<file path="config.mk">
export PLATFORM = sky130hd
export DESIGN_NAME = ram_ctrl
export DESIGN_NICKNAME = d
export VERILOG_FILES = /design/src/rtl/ram_pkg.sv /design/src/rtl/ram_ctrl.sv
export SDC_FILE = /design/constraint.sdc
export NUM_CORES = 1
export LEC_CHECK = 0
export BUFFER_PORTS_ARGS = -buffer_cell sky130_fd_sc_hd__buf_2
export CORE_MARGIN = 5
export CORE_UTILIZATION = 31
export DETAILED_ROUTE_END_ITERATION = 8
export MAX_ROUTING_LAYER = met4
export PLACE_DENSITY_LB_ADDON = 0.12
export SETUP_SLACK_MARGIN = 0.15
export SLEW_MARGIN = 0
export SYNTH_ARGS = -nofsm -noshare
export SYNTH_HDL_FRONTEND = slang
export SYNTH_SLANG_ARGS = --single-unit
</file>
<file path="constraint.sdc">
create_clock -name CLK -period 2.7 [get_ports CLK]
set_input_delay 0.135 -clock CLK [delete_from_list [all_inputs] [get_ports CLK]]
set_output_delay 0.135 -clock CLK [all_outputs]
set_load 0.01 [all_outputs]
</file>
<file path="src/rtl/ram_pkg.sv">
// Shared types and constants for the scratch-RAM controller and its RAM.
// Latency: n/a (declarations only).
// Backpressure: n/a.
package ram_pkg;

   localparam int DEF_ADDR_WIDTH = 4;
   localparam int DEF_DATA_WIDTH = 8;
   localparam int RAM_DEPTH      = 2 ** DEF_ADDR_WIDTH;

   // RAM OPCODE pin encoding
   localparam logic OP_READ  = 1'b0;
   localparam logic OP_WRITE = 1'b1;

   typedef enum logic [3:0] {
      ST_CLR_SETUP,
      ST_CLR_STROBE,
      ST_CLR_HOLD,
      ST_IDLE,
      ST_WR_SETUP,
      ST_WR_STROBE,
      ST_WR_HOLD,
      ST_RD_ADDR,
      ST_RSP
   } state_t;

endpackage

</file>
<file path="src/rtl/ram_ctrl.sv">
// Sequencer between CPU requests and the scratch RAM pins (setup/strobe/hold writes, zero-fill after reset).
// Latency: write 4 cycles accept-to-ready; read response valid 2 cycles after accept.
// Backpressure: REQ_READY only in IDLE; a held response (RSP_READY low) stalls all new requests.
module ram_ctrl
   import ram_pkg::*;
#(
   parameter int ADDR_WIDTH     = DEF_ADDR_WIDTH,
   parameter int DATA_WIDTH     = DEF_DATA_WIDTH,
   parameter bit CLEAR_ON_RESET = 1'b1
) (
   input  logic                  CLK,
   input  logic                  RST,
   input  logic                  REQ_VALID,
   output logic                  REQ_READY,
   input  logic                  REQ_WRITE,
   input  logic [ADDR_WIDTH-1:0] REQ_ADDR,
   input  logic [DATA_WIDTH-1:0] REQ_WDATA,
   output logic                  RSP_VALID,
   input  logic                  RSP_READY,
   output logic [DATA_WIDTH-1:0] RSP_DATA,
   output logic [ADDR_WIDTH-1:0] RAM_ADDRESS,
   output logic [DATA_WIDTH-1:0] RAM_DATA_IN,
   output logic                  RAM_OPCODE,
   input  logic [DATA_WIDTH-1:0] RAM_DATA_OUT,
   output logic                  BUSY
);

   // Zero-fill walks every cell; without it the controller comes out of reset idle.
   localparam state_t                RST_STATE = CLEAR_ON_RESET ? ST_CLR_SETUP : ST_IDLE;
   localparam logic [ADDR_WIDTH-1:0] CNT_LAST  = '1;

   state_t                r_state;
   state_t                w_state_nxt;
   logic [ADDR_WIDTH-1:0] r_clr_cnt;
   logic [ADDR_WIDTH-1:0] w_clr_cnt_nxt;
   logic [ADDR_WIDTH-1:0] r_ram_address;
   logic [ADDR_WIDTH-1:0] w_ram_address_nxt;
   logic [DATA_WIDTH-1:0] r_ram_data_in;
   logic [DATA_WIDTH-1:0] w_ram_data_in_nxt;
   logic                  r_ram_opcode;
   logic                  w_ram_opcode_nxt;
   logic                  r_rsp_valid;
   logic                  w_rsp_valid_nxt;
   logic [DATA_WIDTH-1:0] r_rsp_data;
   logic [DATA_WIDTH-1:0] w_rsp_data_nxt;

   // Next-state and next-output logic. Every RAM pin is registered, so the
   // opcode computed here is the value for the *next* state: it is raised only
   // on the transition into a STROBE state, which keeps the strobe glitch-free
   // and exactly one cycle wide with address/data already settled.
   always_comb begin
      w_state_nxt       = r_state;
      w_clr_cnt_nxt     = r_clr_cnt;
      w_ram_address_nxt = r_ram_address;
      w_ram_data_in_nxt = r_ram_data_in;
      w_ram_opcode_nxt  = OP_READ;
      w_rsp_valid_nxt   = r_rsp_valid;
      w_rsp_data_nxt    = r_rsp_data;

      case (r_state)
         ST_CLR_SETUP: begin
            w_state_nxt      = ST_CLR_STROBE;
            w_ram_opcode_nxt = OP_WRITE;
         end
         ST_CLR_STROBE: begin
            w_state_nxt = ST_CLR_HOLD;
         end
         ST_CLR_HOLD: begin
            // counter wraps back to 0 after the last cell
            w_clr_cnt_nxt = r_clr_cnt + ADDR_WIDTH'(1);
            if (r_clr_cnt == CNT_LAST) begin
               w_state_nxt = ST_IDLE;
            end else begin
               w_state_nxt       = ST_CLR_SETUP;
               w_ram_address_nxt = r_clr_cnt + ADDR_WIDTH'(1);
               w_ram_data_in_nxt = '0;
            end
         end
         ST_IDLE: begin
            // REQ_READY is high exactly in this state, so REQ_VALID alone is the handshake
            if (REQ_VALID) begin
               w_ram_address_nxt = REQ_ADDR;
               w_ram_data_in_nxt = REQ_WDATA;
               w_state_nxt       = REQ_WRITE ? ST_WR_SETUP : ST_RD_ADDR;
            end
         end
         ST_WR_SETUP: begin
            w_state_nxt      = ST_WR_STROBE;
            w_ram_opcode_nxt = OP_WRITE;
         end
         ST_WR_STROBE: begin
            w_state_nxt = ST_WR_HOLD;
         end
         ST_WR_HOLD: begin
            w_state_nxt = ST_IDLE;
         end
         ST_RD_ADDR: begin
            // address has been stable for a full cycle, capture the RAM's combinational output
            w_rsp_data_nxt  = RAM_DATA_OUT;
            w_rsp_valid_nxt = 1'b1;
            w_state_nxt     = ST_RSP;
         end
         ST_RSP: begin
            // RSP_DATA is deliberately left untouched after the handshake
            if (RSP_READY) begin
               w_rsp_valid_nxt = 1'b0;
               w_state_nxt     = ST_IDLE;
            end
         end
         default: begin
            w_state_nxt = RST_STATE;
         end
      endcase
   end

   // State and registered outputs; reset drops the strobe and discards any pending response.
   always_ff @(posedge CLK) begin
      if (RST) begin
         r_state       <= RST_STATE;
         r_clr_cnt     <= '0;
         r_ram_address <= '0;
         r_ram_data_in <= '0;
         r_ram_opcode  <= OP_READ;
         r_rsp_valid   <= 1'b0;
         r_rsp_data    <= '0;
      end else begin
         r_state       <= w_state_nxt;
         r_clr_cnt     <= w_clr_cnt_nxt;
         r_ram_address <= w_ram_address_nxt;
         r_ram_data_in <= w_ram_data_in_nxt;
         r_ram_opcode  <= w_ram_opcode_nxt;
         r_rsp_valid   <= w_rsp_valid_nxt;
         r_rsp_data    <= w_rsp_data_nxt;
      end
   end

   assign REQ_READY   = (r_state == ST_IDLE);
   assign BUSY        = (r_state != ST_IDLE);
   assign RSP_VALID   = r_rsp_valid;
   assign RSP_DATA    = r_rsp_data;
   assign RAM_ADDRESS = r_ram_address;
   assign RAM_DATA_IN = r_ram_data_in;
   assign RAM_OPCODE  = r_ram_opcode;

endmodule

</file>
# Yosys cells after proc, flatten, opt, wreduce, memory -nomap -nowiden
# Cells that the tools add are included.
# Widths: inputs -> output; s select.
[totals]
inputBits = 25
out_inout_bits = 24
reg_bits = 30
wordCells = 42
[op_classes]
n_mux = 14
addsub = 1
eq_ne = 13
reduce_logical = 7
[op_table]
columns = ["operator", "count"]
rows = [
  ["$pmux 4 s9", 1],
  ["$eq 4x3->1 const B", 4],
  ["$mux 4", 4],
  ["$mux 8", 2],
  ["$pmux 8 s2", 1],
  ["$eq 4x2->1 const B", 2],
  ["$eq 4x4->1 const B", 2],
  ["$pmux 4 s2", 1],
  ["$ne 2x2->1 const B", 3],
  ["$add 4x1->4 const B", 1],
  ["$eq 4x1->1 const B", 1],
  ["$logic_not 4->1", 1],
  ["$mux 2", 2],
  ["$ne 4x2->1 const B", 1],
  ["$reduce_and 2->1", 2],
  ["$reduce_bool 2->1", 2],
  ["$reduce_and 3->1", 1],
  ["$mux 1", 2],
  ["$pmux 1 s2", 1],
  ["$reduce_or 2->1", 1],
]

# Logic depth before layout (Yosys ltp)
[depth]
ltp_word = 3
depth_mapped = 6

# Least setup slack after synthesis
# OpenSTA, ideal clock, no wires.
[synth_path]
path_kind = "register -> register"
startpoint = "register r_clr_cnt[0]"
endpoint = "register r_ram_address[1] (netlist: RAM_ADDRESS[1])"
synth_period_minus_slack_ns = 1.451
stages_incl_launch_ff = 7
n_path_buf = 1
setup_time_ns = 0.128
arrival_ns = 1.324
setup_slack_ns = 1.249
path_cell_list = "dfxtp_1 ha_1 a31oi_1 o21ai_4 buf_12 mux2i_1 nor2_1"
[synth_via]
elab_chain_len = 3
[synth_rtl]
columns = ["item", "line_no", "source"]
rows = [
  ["from (decl)", "ram_ctrl.sv:34", "logic [ADDR_WIDTH-1:0] r_clr_cnt;"],
  ["from (signal assigned)", "ram_ctrl.sv:128", "r_clr_cnt <= w_clr_cnt_nxt;"],
  ["$add 4x1->4 or $eq 4x4->1 (tied branches)", "ram_ctrl.sv:75, ram_ctrl.sv:71", ""],
  ["$mux 4 or $ne 2x2->1 (tied branches)", "n/a", ""],
  ["$pmux 4 s2 or $reduce_and 3->1 (tied branches)", "n/a", ""],
  ["to (signal assigned)", "ram_ctrl.sv:129", "r_ram_address <= w_ram_address_nxt;"],
  ["to (decl)", "ram_ctrl.sv:36", "logic [ADDR_WIDTH-1:0] r_ram_address;"],
]
# Several ways; a longest one is shown, not always the timed one. The select of a mux whose other input is x is not followed.
# A chain may end at the register's enable or synchronous reset.

# Final worst setup path
[layout_path]
startpoint = "register r_state[0]"
endpoint = "register r_ram_address[1] (netlist: RAM_ADDRESS[1])"
[layout_via]
elab_chain_len = 3
[layout_rtl]
columns = ["item", "line_no", "source"]
rows = [
  ["from (decl)", "ram_ctrl.sv:32", "state_t r_state;"],
  ["from (signal assigned)", "ram_ctrl.sv:127", "r_state <= w_state_nxt;"],
  ["$eq 4x2->1", "ram_ctrl.sv:60", "case (r_state)"],
  ["$ne 2x2->1 (no source line) or $reduce_bool 2->1 (tied branches)", "n/a", ""],
  ["$reduce_and 3->1 (no source line)", "n/a", ""],
]
# Several ways; a longest one is shown, not always the timed one.

==> summary.txt <==
Status
  – Status: finished clean

Drt
  – Average routed wire per standard cell: 12.3 um
  – Residual DRC count: 0
  – Routed vias/inst: 4.76
  – Overall routed net length: 3.03 mm
  – 1st-iter DRT viols: 47
  – Final ANT Viol Nets: 0
  – DR vias: 1170
  – Pre-antenna DRT Iters: 4

Layout
  – Reg area: 601 sq um
  – Area growth syn-to-layout: 20.8%
  – Fillers: 465
  – Area of the multi-input gates: 724 sq um
  – Ratio of cells with drive above 1 in the final layout: 34.0%
  – N_diodes: 0
  – Commonest cells after routing, fill and taps aside: buf_2, dfxtp_1, nand2_1
  – Nets@finish: 221
  – Most common cell after layout, fill and taps aside: buf_2

Worst setup path
  – Reg-to-reg slack, setup: 0.89 ns
  – R2R cell count: 4
  – Type of origin of the critical path: register
  – Setup CP Type: register to register
  – CP Max Fanout: 16
  – CP required: 2.85 ns
  – Bufs and invs on worst path: 0
  – Worst setup EP type: register
  – Worst r2r dst: RAM_ADDRESS[1]$_SDFFE_PP0P_
  – CP max stage delay: 0.71 ns
  – Arr. time, crit path: 1.95 ns
  – RR Startpoint: r_state[0]$_SDFFE_PP0P_
  – Crit-path cells: and4bb_4 > mux2_2 > mux2i_1 > nor2_1
  – Slowest CP cell: dfxtp_1
  – Delay-heaviest family, CP: flip-flops

Synth
  – Sequential fraction of the synthesis area: 42.2%
  – Async S/R FF share, synth: 0%
  – Netlist Area Pre-Place: 1420 sq um
  – Synth Net Count: 176
  – Post-synth EDFFs: 0
  – Mean Syn Cell Area: 9.49 sq um
  – Register bit count reported by yosys: 30
  – Synth warnings: 0
  – Unique masters post-synth: 40
  – Post-Syn Instances: 150
  – Synth Flop Type: dfxtp_1

GRT
  – First-pass GRT wire length: 5.15 mm
  – Vias in the first global route: 1136
  – All-Layer GR Usage: 10.8%
  – Initial antenna violation count: 0
  – Total grt overflow: 0
  – Largest net degree at the start of global routing: 30

STA
  – Setup violations, final: 0
  – Slew at the pin with the worst max-slew slack: 0.614 ns
  – Max Fclk: 553 MHz
  – Final Max Slew Viols: 0
  – Skew final: 0.00256 ns
  – Setup TNS: 0 ns
  – RSZ-0062 raised after global routing: false
  – Relative slew slack: 59.0%
  – Final worst setup slack: 0.892 ns
  – Fin crit period: 1.81 ns
  – Tcrit/Tclk final: 67.0%
  – Worst hold slack: 0.0938 ns
  – Final Hold Fails: 0

Clock network
  – Post-CTS sizing: 0
  – Clk_lat worst skew: 0.27 ns
  – Cts hold-fix bufs: 0
  – CTS tree: built
  – Max H-tree Level: 2
  – Postcts setup bufs: 0
  – Register clock-pin slew on the reported worst setup and hold paths: 0.06 ns
  – Num CTS Buffers: 5
  – Clk buf depth: 2
  – CTS Root Cell: clkbuf_8
  – CTS Sinks: 30

Floorplanning
  – DIE WIDTH: 77.8 um
  – Die Span Y: 77.8 um
  – Die ar.: 6050 sq um
  – Ports: 49
  – Placement row count: 24
  – Core area: 4410 sq um
  – Starting Density: 32.3%

Place
  – Worst slack at placement: 0.877 ns
  – GP Congestion: 0.769
  – DP HPWL: 2.23 mm
  – Port Buffers: 48

Power and ir drop
  – Maximum VDD drop: 0.215 mV
  – Leakage: 0.797 nW
  – Pwr Density: 534 nW/um^2

Hold path
  – Hold Crit Class: primary input to register
  – Hold endpoint: RSP_VALID$_SDFFE_PP0P_
  – Worst hold path depth: 2
  – Hold Crit Start: RSP_READY

Job
  – Max-cap check violation count: 0
logic make-up (layout without fill, tap and decap cells):
| group | count (synthesis) | after routing | synth area share (%) |
|---|---|---|---|
| flip-flops | 30 | 30 | 42.2 |
| adder cells (fa/ha/maj) | 1 | 1 | 0.879 |
| buffers and inverters | 12 | 56 | 6.94 |
| multiplexers | 13 | 13 | 9.31 |
| AO/OA/AOI/OAI | 23 | 23 | 11.3 |
| XOR/XNOR | 4 | 4 | 2.46 |
| AND/OR/NAND/NOR | 67 | 67 | 26.9 |
power by group:
part / internal [mW] / leakage [nW] / switching (mW)
registers: 0.453 / 0.243 / 0.0190
clock network: 0.196 / 0.0431 / 0.147
logic: 0.0542 / 0.511 / 0.0500
state kept, by name, summed over array words and instances, names as in the netlist:
register     count
RSP_VALID        1
RSP_DATA         8
RAM_OPCODE       1
RAM_DATA_IN      8
r_clr_cnt        4
RAM_ADDRESS      4
r_state          4
synth_stat cells (2+ instances only):
library cell	instances	area, sq um
a21oi_1	12	60.1
a31oi_1	3	18.8
and2_1	9	56.3
buf_1	2	7.51
buf_4	2	15.0
buf_6	4	45.0
dfxtp_1	30	601
inv_1	2	7.51
mux2_2	2	22.5
mux2i_1	11	110
nand2_1	22	82.6
nand3b_1	2	15.0
nor2_1	19	71.3
nor2b_1	2	12.5
xor2_1	3	26.3
how the worst max path moves through the flow:
stage	depth (start not counted)	start	slack, ns	to
floorplan	6	r_clr_cnt[0]$_SDFFE_PP0P_	1.25	RAM_ADDRESS[1]$_SDFFE_PP0P_
global placement	4	r_state[0]$_SDFFE_PP0P_	0.94	RAM_ADDRESS[2]$_SDFFE_PP0P_
global route	4	r_state[0]$_SDFFE_PP0P_	0.76	RAM_ADDRESS[1]$_SDFFE_PP0P_
CTS	4	r_state[0]$_SDFFE_PP0P_	0.87	RAM_ADDRESS[1]$_SDFFE_PP0P_
finish	4	r_state[0]$_SDFFE_PP0P_	0.89	RAM_ADDRESS[1]$_SDFFE_PP0P_
detailed placement	4	r_state[0]$_SDFFE_PP0P_	0.88	RAM_ADDRESS[1]$_SDFFE_PP0P_
per-stage QoR:
step	instance area [sq um]	util (%)	power (mW)	instances
floorplan	1420	-	0.564	150
global placement	1640	37.1	0.587	240
detailed placement	1640	37.1	0.588	240
CTS	1720	39.0	0.941	246
global route	1720	39.0	0.973	246
finish	1720	39.0	0.919	246
routing by layer:
layer | vias to the layer above | track usage, % | wire length (um)
li1 | 595 | - | -
met1 | 537 | 11.2 | 1280
met2 | 32 | 17.8 | 1480
met3 | 6 | 4.51 | 222
met4 | 0 | 4.64 | 49
met5 | - | - | 0
final cells by class:
cell class              instances  area share [%]
clock buffers                   6            4.80
inverters                       2           0.436
multi-input cells             108            42.1
flip-flops and latches         30            34.9
well taps                      52            3.78
repair buffers                 48            14.0
Note: power is estimated with default switching activity, not from simulation.
